$ cat src/rtl/context_switch_ctrl_if.sv
// rtl/context_switch_ctrl_if.sv - data RAM bus between the context switch controller and the RAM
interface context_switch_ctrl_if #(
  parameter int DATA_WIDTH = 32
);
  logic [DATA_WIDTH-1:0] mem_addr;
  logic [DATA_WIDTH-1:0] mem_wdata;
  logic [DATA_WIDTH-1:0] mem_rdata;
  logic                  mem_we;
  logic                  mem_re;

  modport master (
    output mem_addr, mem_wdata, mem_we, mem_re,
    input  mem_rdata
  );

  modport slave (
    input  mem_addr, mem_wdata, mem_we, mem_re,
    output mem_rdata
  );
endinterface

$ cat src/rtl/context_switch_ctrl.sv
// rtl/context_switch_ctrl.sv - round-robin time-slice context switcher saving/restoring slot PCs in data RAM
module context_switch_ctrl #(
  parameter int DATA_WIDTH   = 32,
  parameter int NUM_PROGRAMS = 4,
  parameter int QUANTUM      = 16,
  parameter int SLOT_STRIDE  = 200,
  localparam int SW          = $clog2(NUM_PROGRAMS)
) (
  input  logic                    clock,
  input  logic                    reset,
  input  logic                    enable,
  input  logic                    instr_retired,
  input  logic [DATA_WIDTH-1:0]   pc_in,
  input  logic                    program_end,
  input  logic                    program_start,
  input  logic [SW-1:0]           start_slot,
  context_switch_ctrl_if.master   mem,
  output logic                    cpu_stall,
  output logic                    pc_load,
  output logic [DATA_WIDTH-1:0]   pc_value,
  output logic [SW-1:0]           current_program,
  output logic [NUM_PROGRAMS-1:0] active_mask
);
  localparam int CW = $clog2(QUANTUM) + 1;

  typedef enum logic [2:0] {S_RUN, S_SAVE, S_SELECT, S_LOAD_REQ, S_LOAD_WAIT} state_t;

  state_t                  state, state_nxt;
  logic [CW-1:0]           slice_cnt;
  logic [DATA_WIDTH-1:0]   save_word;
  logic [DATA_WIDTH-1:0]   slot_base;
  logic [SW-1:0]           next_slot;
  logic [NUM_PROGRAMS-1:0] mask_nxt;
  logic                    trigger;

  assign slot_base = DATA_WIDTH'(current_program) * DATA_WIDTH'(SLOT_STRIDE);
  assign trigger   = (state == S_RUN) &&
                     (program_end || (enable && instr_retired && slice_cnt == CW'(QUANTUM - 1)));

  always_ff @(posedge clock) begin
    if (reset) state <= S_RUN;
    else       state <= state_nxt;
  end

  always_comb begin
    state_nxt = state;
    case (state)
      S_RUN:       if (trigger) state_nxt = S_SAVE;
      S_SAVE:      state_nxt = S_SELECT;
      S_SELECT:    state_nxt = S_LOAD_REQ;
      S_LOAD_REQ:  state_nxt = S_LOAD_WAIT;
      S_LOAD_WAIT: state_nxt = S_RUN;
      default:     state_nxt = S_RUN;
    endcase
  end

  // Smallest offset wins; offset NUM_PROGRAMS (the current slot) is the fallback.
  always_comb begin
    next_slot = current_program;
    for (int i = NUM_PROGRAMS - 1; i >= 1; i--) begin
      if (active_mask[current_program + SW'(i)]) next_slot = current_program + SW'(i);
    end
  end

  // End beats start for the same slot; slot 0 is pinned runnable.
  always_comb begin
    mask_nxt = active_mask;
    if (program_start) mask_nxt[start_slot] = 1'b1;
    if (trigger && program_end) mask_nxt[current_program] = 1'b0;
    mask_nxt[0] = 1'b1;
  end

  always_ff @(posedge clock) begin
    if (reset) begin
      current_program <= '0;
      active_mask     <= NUM_PROGRAMS'(1);
      slice_cnt       <= '0;
      save_word       <= '0;
    end else begin
      active_mask <= mask_nxt;
      if (trigger)
        save_word <= program_end ? '0 : pc_in - slot_base;
      else if (state == S_RUN && enable && instr_retired)
        slice_cnt <= slice_cnt + CW'(1);
      if (state == S_SELECT)    current_program <= next_slot;
      if (state == S_LOAD_WAIT) slice_cnt <= '0;
    end
  end

  always_comb begin
    mem.mem_we    = 1'b0;
    mem.mem_re    = 1'b0;
    mem.mem_addr  = '0;
    mem.mem_wdata = '0;
    pc_load       = 1'b0;
    pc_value      = '0;
    cpu_stall     = 1'b0;
    case (state)
      S_SAVE: begin
        cpu_stall     = 1'b1;
        mem.mem_we    = 1'b1;
        mem.mem_addr  = slot_base;
        mem.mem_wdata = save_word;
      end
      S_SELECT: cpu_stall = 1'b1;
      S_LOAD_REQ: begin
        cpu_stall    = 1'b1;
        mem.mem_re   = 1'b1;
        mem.mem_addr = slot_base;
      end
      S_LOAD_WAIT: begin
        cpu_stall = 1'b1;
        pc_load   = 1'b1;
        pc_value  = mem.mem_rdata + slot_base;
      end
      default: ;
    endcase
  end
endmodule

$ cat src/flat_wrapper.sv
// flat-port wrapper written by rule: the top's interface ports become plain ports
module context_switch_ctrl_flat 
#(
  parameter int DATA_WIDTH   = 32,
  parameter int NUM_PROGRAMS = 4,
  parameter int QUANTUM      = 16,
  parameter int SLOT_STRIDE  = 200,
  localparam int SW          = $clog2(NUM_PROGRAMS)
)
  (clock, reset, enable, instr_retired, pc_in, program_end, program_start, start_slot, cpu_stall, pc_load, pc_value, current_program, active_mask, mem_mem_addr, mem_mem_wdata, mem_mem_we, mem_mem_re, mem_mem_rdata);
  context_switch_ctrl_if #(.DATA_WIDTH(DATA_WIDTH)) mem_i ();
  input  logic clock;
  input  logic reset;
  input  logic enable;
  input  logic instr_retired;
  input  logic [DATA_WIDTH-1:0] pc_in;
  input  logic program_end;
  input  logic program_start;
  input  logic [SW-1:0] start_slot;
  output logic cpu_stall;
  output logic pc_load;
  output logic [DATA_WIDTH-1:0] pc_value;
  output logic [SW-1:0] current_program;
  output logic [NUM_PROGRAMS-1:0] active_mask;
  output wire logic [$bits(mem_i.mem_addr)-1:0] mem_mem_addr;
  output wire logic [$bits(mem_i.mem_wdata)-1:0] mem_mem_wdata;
  output wire logic [$bits(mem_i.mem_we)-1:0] mem_mem_we;
  output wire logic [$bits(mem_i.mem_re)-1:0] mem_mem_re;
  input wire logic [$bits(mem_i.mem_rdata)-1:0] mem_mem_rdata;
  assign mem_mem_addr = mem_i.mem_addr;
  assign mem_mem_wdata = mem_i.mem_wdata;
  assign mem_mem_we = mem_i.mem_we;
  assign mem_mem_re = mem_i.mem_re;
  assign mem_i.mem_rdata = mem_mem_rdata;
  context_switch_ctrl #(.DATA_WIDTH(DATA_WIDTH), .NUM_PROGRAMS(NUM_PROGRAMS), .QUANTUM(QUANTUM), .SLOT_STRIDE(SLOT_STRIDE)) u_core (.clock(clock), .reset(reset), .enable(enable), .instr_retired(instr_retired), .pc_in(pc_in), .program_end(program_end), .program_start(program_start), .start_slot(start_slot), .mem(mem_i), .cpu_stall(cpu_stall), .pc_load(pc_load), .pc_value(pc_value), .current_program(current_program), .active_mask(active_mask));
endmodule
$ cat config.mk
export PLATFORM = sky130hd
export DESIGN_NAME = context_switch_ctrl_flat
export DESIGN_NICKNAME = d
export VERILOG_FILES = /design/src/rtl/context_switch_ctrl_if.sv /design/src/rtl/context_switch_ctrl.sv /design/src/flat_wrapper.sv
export SDC_FILE = /design/constraint.sdc
export NUM_CORES = 1
export LEC_CHECK = 0
export BUFFER_PORTS_ARGS = -buffer_cell sky130_fd_sc_hd__buf_2
export CAP_MARGIN = 20
export CORE_ASPECT_RATIO = 1.75
export CORE_MARGIN = 5
export CORE_UTILIZATION = 35
export DETAILED_ROUTE_END_ITERATION = 7
export PLACE_DENSITY = 0.68
export SKIP_CTS_REPAIR_TIMING = 1
export SLEW_MARGIN = 20
export SYNTH_ARGS = -nofsm -noshare
export SYNTH_HDL_FRONTEND = slang
export SYNTH_SLANG_ARGS = --single-unit
$ cat constraint.sdc
create_clock -name clock -period 7.8 [get_ports clock]
set_input_delay 0.39 -clock clock [delete_from_list [all_inputs] [get_ports clock]]
set_output_delay 0.39 -clock clock [all_outputs]
set_load 0.05 [all_outputs]
# After elaboration in Yosys (flattened, before gate mapping)
# Index checks and enable logic that the tools add are counted.
# W data, S select, Z words.
[totals]
ff_bits = 46
word_cells = 71
input_bits = 72
[classes]
order_cmp = 7
mux = 25
add_sub_neg = 6
n_eq_ne = 6
n_reduce_logical = 16
bitwise = 4
multipliers = 1
[ops]
columns = ["op", "count"]
rows = [
  ["$mux W32", 3],
  ["$add A32 B10 Y32", 1],
  ["$sub A32 B10 Y32", 1],
  ["$lt A2 B3 Y1 const B", 5],
  ["$pmux W3 S4", 1],
  ["$mux W10", 1],
  ["$mux W1", 9],
  ["$logic_and A1 B1 Y1", 8],
  ["$mux W4", 2],
  ["$mul A2 B5 Y7 const B", 1],
  ["$bmux W1 S2", 3],
  ["$eq A3 B2 Y1 const B", 2],
  ["$mux W2", 3],
  ["$add A5 B1 Y5 const B", 1],
  ["$eq A5 B4 Y1 const B", 1],
  ["$add A2 B2 Y2 const B", 2],
  ["$and A4 B4 Y4", 1],
  ["$demux W1 S2", 2],
  ["$ge A2 B1 Y1 const B", 2],
  ["$not A4 Y4", 1],
  ["$or A4 B4 Y4", 1],
  ["$reduce_and A2 Y1", 2],
  ["$reduce_or A2 Y1", 2],
  ["$reduce_or A4 Y1", 1],
  ["9 further kinds", 9],
]

# Depth between registers and ports, before layout
[logic_depth]
depth_word = 8
depth_mapped = 11

# Least setup slack after synthesis
# OpenSTA, ideal clock, no wires.
[synth_path]
kind = "reg-to-output"
from = "reg u_core.current_program[0]"
to = "out pc_value[27]"
slack_ns = 3.637
n_path_buf = 1
stages_incl_launch_ff = 11
arrival_ns = 3.773
cell_sequence = "dfxtp_1 > inv_1 > ha_1 > clkbuf_1 > inv_1 > ha_1 > o21a_1 > o2111ai_1 > a2111oi_0 > xnor2_1 > nor2_1"
[synth_between]
elab_chain_len = 3
[synth_lines]
columns = ["item", "line", "text"]
rows = [
  ["start: declaration", "context_switch_ctrl.sv:21", "output logic [SW-1:0] current_program,"],
  ["start signal: assignment", "context_switch_ctrl.sv:85", "if (state == S_SELECT) current_program <= next_slot;"],
  ["$mul A2 B5 Y7", "context_switch_ctrl.sv:36", "assign slot_base = DATA_WIDTH'(current_program) * DATA_WIDTH'(SLOT_STRIDE);"],
  ["$add A32 B10 Y32", "context_switch_ctrl.sv:114", "pc_value = mem.mem_rdata + slot_base;"],
  ["$mux W32", "context_switch_ctrl.sv:98", "case (state)"],
  ["end: declaration", "flat_wrapper.sv:22", "output logic [DATA_WIDTH-1:0] pc_value;"],
]
# No other way between the ends.

# Worst setup path after layout
# Ends and elaborated chain as after synthesis.

==> out/qor.txt <==
global-route wire length before repair -> 20400 µm
detailed-routing iteration count for the pre-antenna-repair pass -> 4
status -> finished clean
die outline width -> 90.0 µm
WHS -> 389 ps
startpoint of the worst register-to-register path -> u_core.current_program[1]
number of register bits inferred by synthesis -> 45
NumNets Final -> 754
static power due to leakage -> 2.20 nW
final hold viol count -> 0
setup violation total in the final timing report -> 0
portion of the post-synthesis area used by sequential elements -> 23.0%
CTS Sinks -> 45
Routed WL per cell -> 16.1 µm
final setup slack of the worst path -> 3660 ps
busiest layer in global routing -> met2
global placement routability congestion -> 0.927
starting density of the core -> 35.5%
placement row count -> 51
worst r2r path cells -> 9
Layout fillers -> 1159
unrepaired setup endpoints after global routing -> no
Required @ worst endpoint -> 7410 ps
CP max FO -> 14
root cell of the clock tree -> clkbuf_16
FF-to-FF End -> u_core.save_word[28]
Port-buffer cells -> 150
met2 usage -> 33.9%
asr flop ratio synth -> 0%
antenna violations before repair -> 0
Yosys warning total -> 0
Net Switching -> 0.000290 W
antenna violation net count after detailed routing -> 0
startpoint of the lowest-slack hold path -> pc_in[30]
Mean Syn Cell Area -> 7.39 µm²
number of vias per cell after detailed routing -> 5.33
total wire length -> 12800 µm
area of the die -> 13500 µm²
Die Y -> 150 µm
clock network fraction of total power -> 29.3%
endpoint with the worst hold slack -> u_core.save_word[30]
met3 usage in global routing -> 4.63%
met1 usage -> 18.6%
post-DP HPWL -> 10400 µm
share of the core filled with cells in the final layout -> 43.5%
highest attainable clock frequency -> 0.242 GHz
share of post-route cells with drive strength above 1 -> 26.8%
number of DRC violations after detailed-routing iteration 0 -> 124
total vias in the final route -> 4245
count of inserted antenna diode cells -> 0
worst max-slew margin expressed relative to the limit -> 36.3%
number of different library cells in the post-synthesis netlist -> 58
dpl ws -> 4010 ps
cell-internal power -> 0.000442 W
count of pins over their slew limit -> 0
Setup Skew -> 7.27 ps
number of global-route vias before repair -> 4329
largest net degree at the start of global routing -> 34
most used flip-flop cell after synthesis -> dfxtp_1
signal arrival time at the worst endpoint -> 3750 ps
total standard cell area after synthesis -> 3920 µm²
worst hold path depth -> 3
worst voltage drop across the vdd grid -> 0.124 mV
combinational fraction of design power -> 35.4%
overall routing resource usage -> 18.3%
Gate Count Post-Synth -> 530
CTS tree -> built
buffer depth of the longest clock path -> 2
DRC -> 0
boundary pin count -> 178
number of H-tree levels -> 2
worst min-delay path category -> primary input to register
Yosys top cell area share -> 23.0%
kind of launch point of the worst setup path -> register
area delta synth->final -> 22.6%
core area -> 11000 µm²
Clk Latency, worst-skew pair -> 290 ps
Final TNS setup -> 0 ps
relative contribution of sequential cells to total power -> 35.3%
Max-Cap Viols -> 0
Worst R2R Setup Slack -> 4220 ps
Slew @ Worst Pin -> 953 ps
number of enable-type register cells in the synthesized netlist -> 0
crit path capture type -> output port
ratio of final minimum period to clock period -> 53.1%
clock period minus worst slack -> 4140 ps
Switching Share -> 39.6%
number of clock buffers inserted by TritonCTS -> 5
power density cells -> 152 nW/µm²
top cells by area in the synthesized netlist -> dfxtp_1 23%, nor2_1 5.8%, and2_1 5.8%
Clock transition at path regs -> 70 ps
kind of critical path -> register to output port
Synth area leader -> dfxtp_1
global route total overflow -> 0
## worst max path at each step
| stage | from | end | slack (ps) | depth (start not counted) |
|---|---|---|---|---|
| 4_1_cts | u_core.current_program[0] | pc_value[27] | 3670 | 10 |
| 3_5_place_dp | u_core.current_program[0] | pc_value[27] | 4010 | 10 |
| 6_report | u_core.current_program[0] | pc_value[27] | 3660 | 10 |
| 2_1_floorplan | u_core.current_program[0] | pc_value[27] | 3640 | 10 |
| 5_1_grt | u_core.current_program[0] | pc_value[27] | 3230 | 10 |
| 3_3_place_gp | u_core.current_program[0] | pc_value[27] | 4130 | 10 |
## final cells by class
type / count / area (µm²) / area share, %
Clock inverter: 3 / 21.3 / 0.443
Clock buffer: 5 / 125 / 2.61
Timing Repair Buffer: 156 / 796 / 16.6
Inverter: 15 / 56.3 / 1.17
Tap cell: 132 / 165 / 3.44
Sequential cell: 45 / 901 / 18.8
Multi-Input combinational cell: 440 / 2730 / 57.0
## flip-flops by register name (all words and copies together), names as in the netlist
| name | cells |
|---|---|
| u_core.save_word | 32 |
| u_core.current_program | 2 |
| u_core.active_mask | 3 |
| u_core.slice_cnt | 5 |
| u_core.state | 3 |
## power by group through the flow
stage                     clock (W)  sequential, W  combinational [W]
after detailed placement          0       0.000264           0.000259
final                      0.000214       0.000258           0.000259
after global routing       0.000233       0.000261           0.000283
after CTS                  0.000222       0.000258           0.000261
after floorplan                   0       0.000264           0.000190
after global placement            0       0.000262           0.000254
## worst max-delay path, cell delays in order, from the launching register on
cell	delay, ps
dfxtp_1	610
inv_1	200
ha_1	520
inv_1	150
ha_1	350
o21a_1	170
o2111ai_1	370
a2111oi_0	590
xnor2_1	120
nor2_1	90
buf_2	290
## cell families (layout without fill, tap and decap cells)
kind of cell / Yosys count / count (layout) / share of synthesized area [%]
xor+xnor: 46 / 46 / 10.3
buf+inv: 70 / 179 / 9.56
mux: 6 / 6 / 1.63
compound gates: 88 / 88 / 14.7
simple gates: 254 / 254 / 34.2
flops: 45 / 45 / 23.0
fa+ha+maj: 19 / 19 / 6.46
other cells: 2 / 27 / 0.192
## through the flow
stage          instance area [µm²]  cells  total power (W)
3_3_place_gp                  4650    788         0.000517
6_report                      4800    796         0.000732
2_1_floorplan                 4010    555         0.000455
5_1_grt                       4800    796         0.000777
3_5_place_dp                  4650    788         0.000523
4_1_cts                       4800    796         0.000741
## layer usage
metal	routed length, µm	vias up
met5	0	-
met4	550	0
met3	1320	32
met2	6480	224
met1	4440	1912
li1	-	2077
## cells in the final DEF, fill, tap and decap left out, types with 8 or more instances in the layout
cell type    n
o211ai_1    10
inv_1       15
buf_2      150
ha_1        17
nand3_1     25
or4_1       11
xor2_1      22
dfxtp_1     45
and3_1       8
and2_1      36
a21oi_1     20
nand2_1     40
nor3_1      22
nor2_1      61
xnor2_1     24
o21ai_0     21
conb_1      27
## synth_stat cells, types with 5 or more instances
master / count
a21oi_1: 20
a31oi_1: 5
and2_1: 36
and3_1: 8
buf_4: 29
clkbuf_1: 24
dfxtp_1: 45
ha_1: 17
inv_1: 15
nand2_1: 40
nand3_1: 25
nor2_1: 61
nor2b_1: 5
nor3_1: 22
nor3b_1: 6
nor4_1: 7
o211ai_1: 10
o21ai_0: 22
or3_1: 7
or4_1: 11
xnor2_1: 24
xor2_1: 22
(Power assumes the default switching activity.)
